<file path="src/rtl/lfsr_pkg.sv">
// Shared types and defaults for the run-to-count LFSR sequencer.
package lfsr_pkg;

  localparam int         LFSR_WIDTH   = 9;
  localparam int         LFSR_CNT_W   = 16;
  localparam logic [8:0] TAPS_9       = 9'h110;
  localparam logic [8:0] SEED_NONZERO = 9'h001;

  typedef enum logic [1:0] {
    IDLE,
    LOAD,
    RUN,
    DONE
  } state_t;

endpackage

</file>
<file path="src/rtl/lfsr_step_cnt.sv">
// Loadable down-counter with decrement enable; flags zero and one so the
// sequencer can detect the final shift without a second comparator.
module lfsr_step_cnt
  import lfsr_pkg::*;
#(
  parameter int CNT_W = LFSR_CNT_W
) (
  input  logic             clk,
  input  logic             rst_n,
  input  logic             load,
  input  logic [CNT_W-1:0] value,
  input  logic             dec,
  output logic [CNT_W-1:0] count,
  output logic             zero,
  output logic             one
);

  // NOTE: sequential state uses non-blocking assignments so every flop
  // samples pre-edge values regardless of block evaluation order.
  always_ff @(posedge clk or negedge rst_n) begin
    if (!rst_n) begin
      count <= '0;
    end else if (load) begin
      count <= value;
    end else if (dec && !zero) begin
      count <= count - CNT_W'(1);
    end
  end

  assign zero = (count == '0);
  assign one  = (count == CNT_W'(1));

endmodule

</file>
<file path="src/rtl/lfsr_seq_ctrl.sv">
// Sequencer for a shift/load register: loads a seed, runs nsteps LFSR shifts
// (pausable with hold), then reports the final register value with done.
module lfsr_seq_ctrl
  import lfsr_pkg::*;
#(
  parameter int               WIDTH = LFSR_WIDTH,
  parameter logic [WIDTH-1:0] TAPS  = WIDTH'(TAPS_9),
  parameter int               CNT_W = LFSR_CNT_W
) (
  input  logic             clk,
  input  logic             reset,
  input  logic             start,
  input  logic [WIDTH-1:0] seed,
  input  logic [CNT_W-1:0] nsteps,
  input  logic             hold,
  input  logic [WIDTH-1:0] q,
  output logic             load,
  output logic             shift,
  output logic [WIDTH-1:0] d,
  output logic             d_in,
  output logic             busy,
  output logic             done,
  output logic [WIDTH-1:0] result,
  output logic             zero_seed
);

  state_t           state, state_nx;
  logic [WIDTH-1:0] seed_r;
  logic [WIDTH-1:0] result_r;
  logic             accept;
  logic             cnt_zero;
  logic             cnt_one;
  logic [CNT_W-1:0] cnt;

  assign accept = (state == IDLE) && start;

  lfsr_step_cnt #(.CNT_W(CNT_W)) u_cnt (
    .clk   (clk),
    .rst_n (reset),
    .load  (accept),
    .value (nsteps),
    .dec   (shift),
    .count (cnt),
    .zero  (cnt_zero),
    .one   (cnt_one)
  );

  always_ff @(posedge clk or negedge reset) begin
    if (!reset) begin
      state <= IDLE;
    end else begin
      state <= state_nx;
    end
  end

  // An all-zero seed would lock the LFSR, so it is replaced and flagged.
  always_ff @(posedge clk or negedge reset) begin
    if (!reset) begin
      seed_r    <= '0;
      zero_seed <= 1'b0;
      result_r  <= '0;
    end else begin
      if (accept) begin
        if (seed == '0) begin
          seed_r    <= WIDTH'(SEED_NONZERO);
          zero_seed <= 1'b1;
        end else begin
          seed_r    <= seed;
          zero_seed <= 1'b0;
        end
      end
      if (state == DONE) begin
        result_r <= q;
      end
    end
  end

  // NOTE: every output of this block gets a default first, so no path
  // through the case statement can leave a latch behind.
  always_comb begin
    state_nx = state;
    load     = 1'b0;
    shift    = 1'b0;
    d        = '0;
    done     = 1'b0;
    case (state)
      IDLE: begin
        if (start) state_nx = LOAD;
      end
      LOAD: begin
        load     = 1'b1;
        d        = seed_r;
        state_nx = cnt_zero ? DONE : RUN;
      end
      RUN: begin
        shift = !hold;
        if (!hold && cnt_one) state_nx = DONE;
      end
      DONE: begin
        done     = 1'b1;
        state_nx = IDLE;
      end
      default: state_nx = IDLE;
    endcase
  end

  assign busy = (state != IDLE);
  assign d_in = ^(q & TAPS);
  // In DONE the register already holds the post-shift value, so q is
  // forwarded directly to make result valid alongside done.
  assign result = (state == DONE) ? q : result_r;

endmodule

</file>
<file path="config.mk">
export PLATFORM = sky130hd
export DESIGN_NAME = lfsr_seq_ctrl
export DESIGN_NICKNAME = d
export VERILOG_FILES = /design/src/rtl/lfsr_pkg.sv /design/src/rtl/lfsr_step_cnt.sv /design/src/rtl/lfsr_seq_ctrl.sv
export SDC_FILE = /design/constraint.sdc
export NUM_CORES = 1
export LEC_CHECK = 0
export BUFFER_PORTS_ARGS = -buffer_cell sky130_fd_sc_hd__buf_4
export CAP_MARGIN = 15
export CORE_MARGIN = 1.5
export CORE_UTILIZATION = 25
export CTS_BUF_LIST = sky130_fd_sc_hd__clkbuf_4 sky130_fd_sc_hd__clkbuf_8
export DETAILED_ROUTE_END_ITERATION = 16
export PLACE_DENSITY_LB_ADDON = 0.12
export SETUP_SLACK_MARGIN = 0.2
export SLEW_MARGIN = 40
export SYNTH_ARGS = -nofsm -noshare
export SYNTH_HDL_FRONTEND = slang
export SYNTH_SLANG_ARGS = --single-unit
</file>
<file path="constraint.sdc">
create_clock -name clk -period 3.6 [get_ports clk]
set_input_delay 0.36 -clock clk [delete_from_list [all_inputs] [get_ports clk]]
set_output_delay 0.36 -clock clk [all_outputs]
set_load 0.01 [all_outputs]
</file>
Yosys cells after proc, flatten, opt, wreduce, memory -nomap -nowiden
Cells that the tools add are included.
Widths: inputs -> output; s select.
- register bits: 37
- logic and storage cells: 37
- output and inout bits: 24
- equal/unequal tests: 6
- mux-type cells: 13
- reduce and logical (&&, ||, !) cells: 12
- add/subtract/negate cells: 1
- operator list (cell ; count):
    $mux 16 ; 2
    $mux 9 ; 3
    $eq 16x1->1 const B ; 1
    $logic_not 16->1 ; 1
    $sub 16x1->16 const B ; 1
    $logic_not 9->1 ; 1
    $reduce_xor 9->1 ; 1
    $pmux 2 s4 ; 1
    $mux 1 ; 5
    $eq 2x2->1 const B ; 2
    $mux 2 ; 2
    $ne 2x2->1 const B ; 2
    $reduce_bool 2->1 ; 2
    $logic_and 1x1->1 ; 3
    $eq 2x1->1 const B ; 1
    $logic_not 1->1 ; 2
    $logic_not 2->1 ; 1
    $reduce_and 2->1 ; 1

Depth between registers and ports, before layout
Gate-level depths: netlist (run 1).
- word-level depth: 5
- gate-level depth with buffers: 7

Modules after synthesis
Synthesis (run 1) repeated with hierarchy kept, for this count alone.
- cell total of the unflattened synthesis: 195
- area total of the unflattened synthesis: 2069.5 sq um
- by module, submodules not included (module ; area an instance (sq um) ; seq. area each (sq um) ; cells each ; times used):
    lfsr_seq_ctrl ; 1041.0 ; 525.5 ; 75 ; 1
    lfsr_step_cnt ; 1028.5 ; 400.4 ; 120 ; 1

Worst setup path before layout (run 1)
Ideal clock, no wire load.
- path type: register -> register
- start: reg state[0]
- end: reg u_cnt.count[15]
- cell stages (with the launch flop): 7
- arrival: 1.685 ns
- slack: 1.778 ns
- period minus slack after synthesis: 1.822 ns
- path buffers: 0
- cells stage by stage: dfrtp_1 inv_1 ha_1 or4b_1 nor3_1 mux2i_1 a21oi_1
- cells in the longest elaborated chain, start to end: 4
- elaborated cells on any way between the ends: 7
- those cells by class: eq/ne: 1; mux: 2; reduce/logical: 4
- RTL lines (item ; RTL line ; RTL):
    from (decl) ; lfsr_seq_ctrl.sv:27 ; state_t state, state_nx;
    from (signal assigned) ; lfsr_seq_ctrl.sv:52 ; state <= state_nx;
    $eq 2x2->1 ; lfsr_seq_ctrl.sv:86 ; case (state)
    $mux 1 ; lfsr_seq_ctrl.sv:86 ;
    $logic_and 1x1->1 ; lfsr_step_cnt.sv:25 ; end else if (dec && !zero) begin
    $reduce_bool 2->1 (no source line) ; n/a ;
    to (signal assigned) ; lfsr_step_cnt.sv:24 ; count <= value;
    to (signal assigned) ; lfsr_step_cnt.sv:26 ; count <= count - CNT_W'(1);
    to (decl) ; lfsr_step_cnt.sv:13 ; output logic [CNT_W-1:0] count,
Several ways; a longest one is shown, not always the timed one.
A chain may end at the register's enable or synchronous reset.

Final worst setup path (run 1)
- start: reg state[1]
- end: out result[3]
- cells in the longest elaborated chain, start to end: 2
- RTL lines (item ; RTL line ; RTL):
    $eq 2x2->1 ; lfsr_seq_ctrl.sv:111 ; assign result = (state == DONE) ? q : result_r;
    $mux 9 ; n/a ;
    to (decl) ; lfsr_seq_ctrl.sv:23 ; output logic [WIDTH-1:0] result,
No other way between the ends.

==> results of run 1 <==
-- worst max-delay path, cell delays in order, from the launching register on --
cell and delay [ns]:
dfrtp_1 0.42, ha_1 0.45, mux2_2 0.40, buf_4 0.15
-- placed cells by master (no fill, tap or decap), types with 2 or more instances in the layout --
| cell type | n |
|---|---|
| buf_4 | 62 |
| dfrtp_1 | 37 |
| nor2_1 | 25 |
| a21oi_1 | 17 |
| mux2_2 | 15 |
| and2_1 | 9 |
| inv_1 | 7 |
| xnor2_1 | 7 |
| ha_1 | 7 |
| nor3_1 | 6 |
| xor2_1 | 5 |
| a31oi_1 | 5 |
| clkbuf_8 | 5 |
| nand2b_1 | 4 |
| nor4_1 | 4 |
| nand4_1 | 4 |
| nand2_1 | 3 |
| o21ai_0 | 2 |
| or4b_1 | 2 |
| and3_1 | 2 |
| nand3_1 | 2 |
| a211oi_1 | 2 |
| o21ai_1 | 2 |
| a22o_1 | 2 |
| clkinv_4 | 2 |
-- power breakdown --
part,leakage (nW),total [mW],internal (mW),switching (mW)
registers,0.423,0.781,0.623,0.158
clock network,0.0481,0.301,0.137,0.164
logic,0.667,0.903,0.483,0.421
total,1.14,1.99,1.24,0.743
-- area by class of cell --
type                            count  area (um2)  share of cell area, %
Clock buffer                        5        68.8                   2.63
Clock inverter                      3        22.5                  0.860
Inverter                            7        26.3                   1.00
Multi-Input combinational cell    139         982                   37.5
Sequential cell                    37         926                   35.4
Tap cell                          102         128                   4.87
Timing Repair Buffer               62         465                   17.8
-- cell families after synthesis --
group	synth area share (%)
xor+xnor	5.37
compound gates	11.9
simple gates	18.7
mux	9.72
buf+inv	2.49
flops	47.3
fa+ha+maj	4.48
-- sequential cells by signal, summed over array words and instances (netlist names) --
register,count
seed_r,9
u_cnt.count,16
zero_seed,1
result_r,9
state,2
-- per-stage QoR --
stage                     utilization (%)  instance area [um2]
after floorplan                         -                 1960
after global placement               33.0                 2530
after detailed placement             33.0                 2530
after CTS                            34.2                 2620
after global routing                 34.2                 2620
final                                34.2                 2620
-- final timing paths --
| path | end | depth (start not counted) |
|---|---|---|
| setup / recovery | result[3] | 3 |
| hold / removal | u_cnt.count[0] | 1 |
| setup reg to reg | state[0] | 5 |
| hold reg to reg | result_r[2] | 1 |
| max in group asynchronous | u_cnt.count[1] | 1 |
| min in group clk | seed_r[6] | 2 |
-- routing by layer --
metal / GRT usage [%] / share of wire, % / up-vias
li1: - / - / 796
met2: 19.7 / 46 / 47
met3: 3.35 / 5.8 / 5
met1: 15.3 / 47 / 791
met4: 4.30 / 0.93 / 0
met5: 0 / 0 / -
==> run_results.csv, run 1 <==
group,metric,value,unit
synth,seq_area_frac_synth,47.3,%
timing,slew_viol_final,0,
clock_network,holdBufCountCts,0,
grt,grt_start_max_net_pins,38,
grt,antenna_found_initial,0,
critical_path,worstPathMaxFanout,10,
synth,synth_area_per_cell,10.4,um2
power_and_ir_drop,power_density,758,nW/um2
timing,setup_viol,0,
clock_network,clockBufferDepth,2,
timing,finalHoldViolCount,0,
power_and_ir_drop,ir_drop,0.288,mV
cells_and_area,antenna_cells,0,
synth,synth_edf_count,0,
placement,dp.cells,347,
timing,fin_worst_skew,0.00835,ns
timing,period_needed,2.09,ns
status,outcome,"finished, final reports clean",
clock_network,numCtsBuffers,5,
worst_hold_path,hold_class,"input port to asynchronous set/reset pin",
grt,grt_pass1_wl,7.97,mm
timing,timing.final.ws_setup,1.51,ns
drt,drc,0,
synth,synth_top_area_share,47.3,%
clock_network,ctsResizeCount,0,
floorplanning,initial_core_util,25.6,%
drt,drt_iter0_markers,53,
floorplanning,die_area,8370,um2
clock_network,path_clk_slew,0.09,ns
placement,dp_hpwl,3.48,mm
synth,synth_seq_cells,37,
power_and_ir_drop,p_leak,1.14,nW
grt,overflow,0,
drt,final_antenna_net_count,0,
synth,yosys.cell_types.count,38,
drt,totalWireLength,4.72,mm
clock_network,cts_tree,"yes",
synth,synth_common_cells,"37 x dfrtp_1, 25 x nor2_1, 17 x a21oi_1",
floorplanning,die_h,91.5,um
synth,synthTopCellsByArea,"dfrtp_1 47%, mux2_2 8.6%, nor2_1 4.8%, ha_1 4.5%, a21oi_1 4.3%",
grt,grt_util_all_layers,12.1,%
critical_path,worstPathRequired,3.24,ns
floorplanning,core-area,7650,um2
clock_network,cts-root-buf,"clkbuf_8",
drt,via_per_inst,4.62,
synth,netlist_area,1960,um2
timing,rsz0062_at_grt,"no",
critical_path,criticalPathCategory,"flip-flop to output pin",
critical_path,start_kind,"flip-flop",
floorplanning,die_w,91.5,um
cells_and_area,drive_gt1_share,35.2,%
synth,async_reset_ff_share,100,%
timing,fin_crit_sh,58.0,%
timing,worstMarginPinSlew,0.496,ns
synth,yosysMostFrequentCell,"dfrtp_1",
synth,ys_warn_count,0,
timing,fmax,479,MHz
drt,drtPass1Iterations,6,
floorplanning,ios,62,
cells_and_area,fillCellCount,843,
timing,slew_headroom,66.9,%
run,drv_cap,0,
critical_path,worstSetupEndpointType,"output pin",
cells_and_area,syn_to_final_growth,33.8,%
cells_and_area,nNetsFinal,297,
synth,synth.largest_area_cell,"dfrtp_1",
placement,preCtsSetupSlack,1.55,ns
critical_path,startpoint,"state[1]",
drt,avgRoutedWirePerCell,13.3,um
clock_network,clock_latency,0.30,ns
cells_and_area,final_cells,355,
synth,synth_cells,189,
clock_network,cts_num_sinks,37,
synth,synthFlopType,"dfrtp_1",
clock_network,postCtsSetupBuffers,0,
timing,timing.hold.ws,0.0261,ns
placement,gp_congestion,0.731,
critical_path,arrival,1.73,ns
critical_path,reg2reg_from,"u_cnt.count[4]",
critical_path,reg2reg_slack,1.57,ns
timing,tns,0,ns
floorplanning,rows,32,
synth,syn_nets,234,
grt,grt_pass1_vias,1749,
power_and_ir_drop,post-layout-total-power,1.99,mW
placement,portBuffers,61,
clock_network,htree_levels,2,
drt,num_vias,1639,
No activity file was read; power rests on OpenSTA's default activity.
==> inputs of run 2 (changes only) <==
==> constraint.sdc (replaced) <==
create_clock -name clk -period 2.1 [get_ports clk]
set_input_delay 0.21 -clock clk [delete_from_list [all_inputs] [get_ports clk]]
set_output_delay 0.21 -clock clk [all_outputs]
set_load 0.01 [all_outputs]
==> run 2 against run 1 <==
Compared with the run above: largest cell class unchanged; wire length up 3.4%; first-iteration DRC count is 58% lower; core utilization grew 2.6 points; worst setup slack got worse by 1.3 ns; combinational power is 85% higher; final cell count up 4.8%; global-route usage decreased by 0.14 points; largest power group unchanged.
==> run_results.csv, run 2 (synthesis results as in run 1) <==
group,metric,value,unit
status,outcome,"finished, final reports clean",
timing,tns,0,ns
clock_network,clock_latency,0.29,ns
placement,portBuffers,61,
critical_path,start_kind,"flip-flop",
timing,timing.hold.ws,0.140,ns
timing,setup_viol,0,
timing,rsz0062_at_grt,"yes",
timing,slew_headroom,67.4,%
critical_path,worstSetupEndpointType,"flip-flop",
cells_and_area,final_common_cell,"buf_4",
drt,avgRoutedWirePerCell,13.1,um
clock_network,clockBufferDepth,2,
critical_path,cp_cell_sequence,"or4_4 -> nor3_4 -> and3_4 -> nor4_2 -> a211o_1",
clock_network,numCtsBuffers,5,
grt,grt_start_max_net_pins,38,
timing,fin_crit_sh,90.8,%
cells_and_area,drive_gt1_share,43.3,%
cells_and_area,largest-register,"u_cnt.count",
cells_and_area,final_cell_mix,"76 x buf_4, 36 x dfrtp_1, 24 x nor2_1",
drt,drtPass1Iterations,4,
timing,fmax,524,MHz
grt,overflow,0,
floorplanning,initial_core_util,25.6,%
cells_and_area,antenna_cells,0,
floorplanning,die_w,91.5,um
floorplanning,die_area,8370,um2
drt,drc,0,
cells_and_area,final_cells,372,
critical_path,crit_family,"simple AND/OR/NAND/NOR gates",
drt,totalWireLength,4.88,mm
cells_and_area,syn_to_final_growth,43.9,%
critical_path,startpoint,"u_cnt.count[2]",
critical_path,crit_buf_inv,0,
floorplanning,core-area,7650,um2
clock_network,path_clk_slew,0.08,ns
drt,num_vias,1676,
critical_path,worstPathMaxFanout,5,
grt,grt_pass1_wl,7.94,mm
drt,final_antenna_net_count,0,
floorplanning,die_h,91.5,um
cells_and_area,nNetsFinal,314,
critical_path,criticalPathCategory,"flip-flop to flip-flop",
clock_network,cts_num_sinks,37,
critical_path,cpPeakStageDelay,0.59,ns
power_and_ir_drop,post-layout-total-power,3.55,mW
timing,slew_viol_final,0,
critical_path,reg2reg_from,"u_cnt.count[2]",
critical_path,crit_slowest_cell,"or4_4",
floorplanning,rows,32,
critical_path,worstPathRequired,2.28,ns
worst_hold_path,hold_class,"input port to flip-flop",
cells_and_area,utilization,36.8,%
grt,grt_pass1_vias,1730,
drt,via_per_inst,4.51,
timing,finalHoldViolCount,0,
power_and_ir_drop,power_density,1260,nW/um2
worst_hold_path,min_from,"seed[6]",
run,drv_cap,0,
clock_network,cts-root-buf,"clkbuf_8",
placement,dp_hpwl,3.50,mm
drt,drt_iter0_markers,22,
grt,grt_util_all_layers,12.0,%
clock_network,htree_levels,2,
cells_and_area,largest_reg_flops,16,
timing,worstMarginPinSlew,0.488,ns
power_and_ir_drop,p_leak,1.22,nW
grt,antenna_found_initial,0,
critical_path,arrival,2.09,ns
timing,fin_worst_skew,0.00658,ns
clock_network,cts_tree,"yes",
power_and_ir_drop,ir_drop,0.527,mV
placement,dp.cells,355,
floorplanning,ios,62,
timing,period_needed,1.91,ns
cells_and_area,largest_registers,"u_cnt.count: 16 flops, result_r: 9 flops, seed_r: 9 flops",
placement,gp_congestion,0.744,
[run 2: cell count changes in the layout (fill, tap and decap cells not counted), moves of 2 or more]
| cell | previous run | this run |
|---|---|---|
| buf_6 | 0 | 2 |
| ha_1 | 7 | 4 |
| ha_2 | 0 | 3 |
| clkinv_4 | 2 | 0 |
| buf_4 | 62 | 76 |
| nor4_1 | 4 | 2 |
[run 2: metal layers]
| layer | vias to the layer above | share of wire, % | GRT usage (%) |
|---|---|---|---|
| met5 | - | 0 | 0 |
| met4 | 0 | 0.88 | 4.30 |
| met3 | 5 | 5.6 | 3.77 |
| met2 | 43 | 48 | 19.4 |
| met1 | 799 | 46 | 14.9 |
| li1 | 829 | - | - |
[run 2: what timing repair did]
action,4_1_cts,5_1_grt
gates cloned,0,0
setup buffers,2,6
setup endpoints to repair,15,26
resized for setup,5,11
hold buffers,1,0
endpoints found under the hold margin,37,0
pin swaps,1,10
[run 2: final cells by class]
class / instances / area, um2
inverter: 7 / 26.3
multi-input combinational: 139 / 1040
timing repair buffer: 79 / 603
clock inverter: 3 / 21.3
tap: 102 / 128
fill: 823 / 4830
clock buffer: 5 / 68.8
sequential: 37 / 927
[run 2: report_power, final]
part	switching, mW	internal, mW	leakage [nW]	total (mW)
Sequential	0.295	1.07	0.422	1.36
Combinational	0.748	0.917	0.758	1.67
Clock	0.286	0.236	0.0445	0.522
[run 2: final timing paths]
path,slack [ns],endpoint,cells past startpoint
setup / recovery,0.19,u_cnt.count[5],5
hold / removal,0.14,seed_r[6],2
setup reg to reg,0.19,u_cnt.count[5],5
hold reg to reg,0.50,seed_r[6],1
max in group asynchronous,1.32,u_cnt.count[2],2
min in group asynchronous,0.42,u_cnt.count[7],2
[run 2: through the flow]
| stage | cell area [um2] | setup WS, ns |
|---|---|---|
| 6_report | 2820 | 0.192 |
| 5_1_grt | 2820 | 0.121 |
| 2_1_floorplan | 1960 | 0.278 |
| 3_3_place_gp | 2590 | 0.145 |
| 3_5_place_dp | 2590 | 0.0814 |
| 4_1_cts | 2720 | 0.175 |
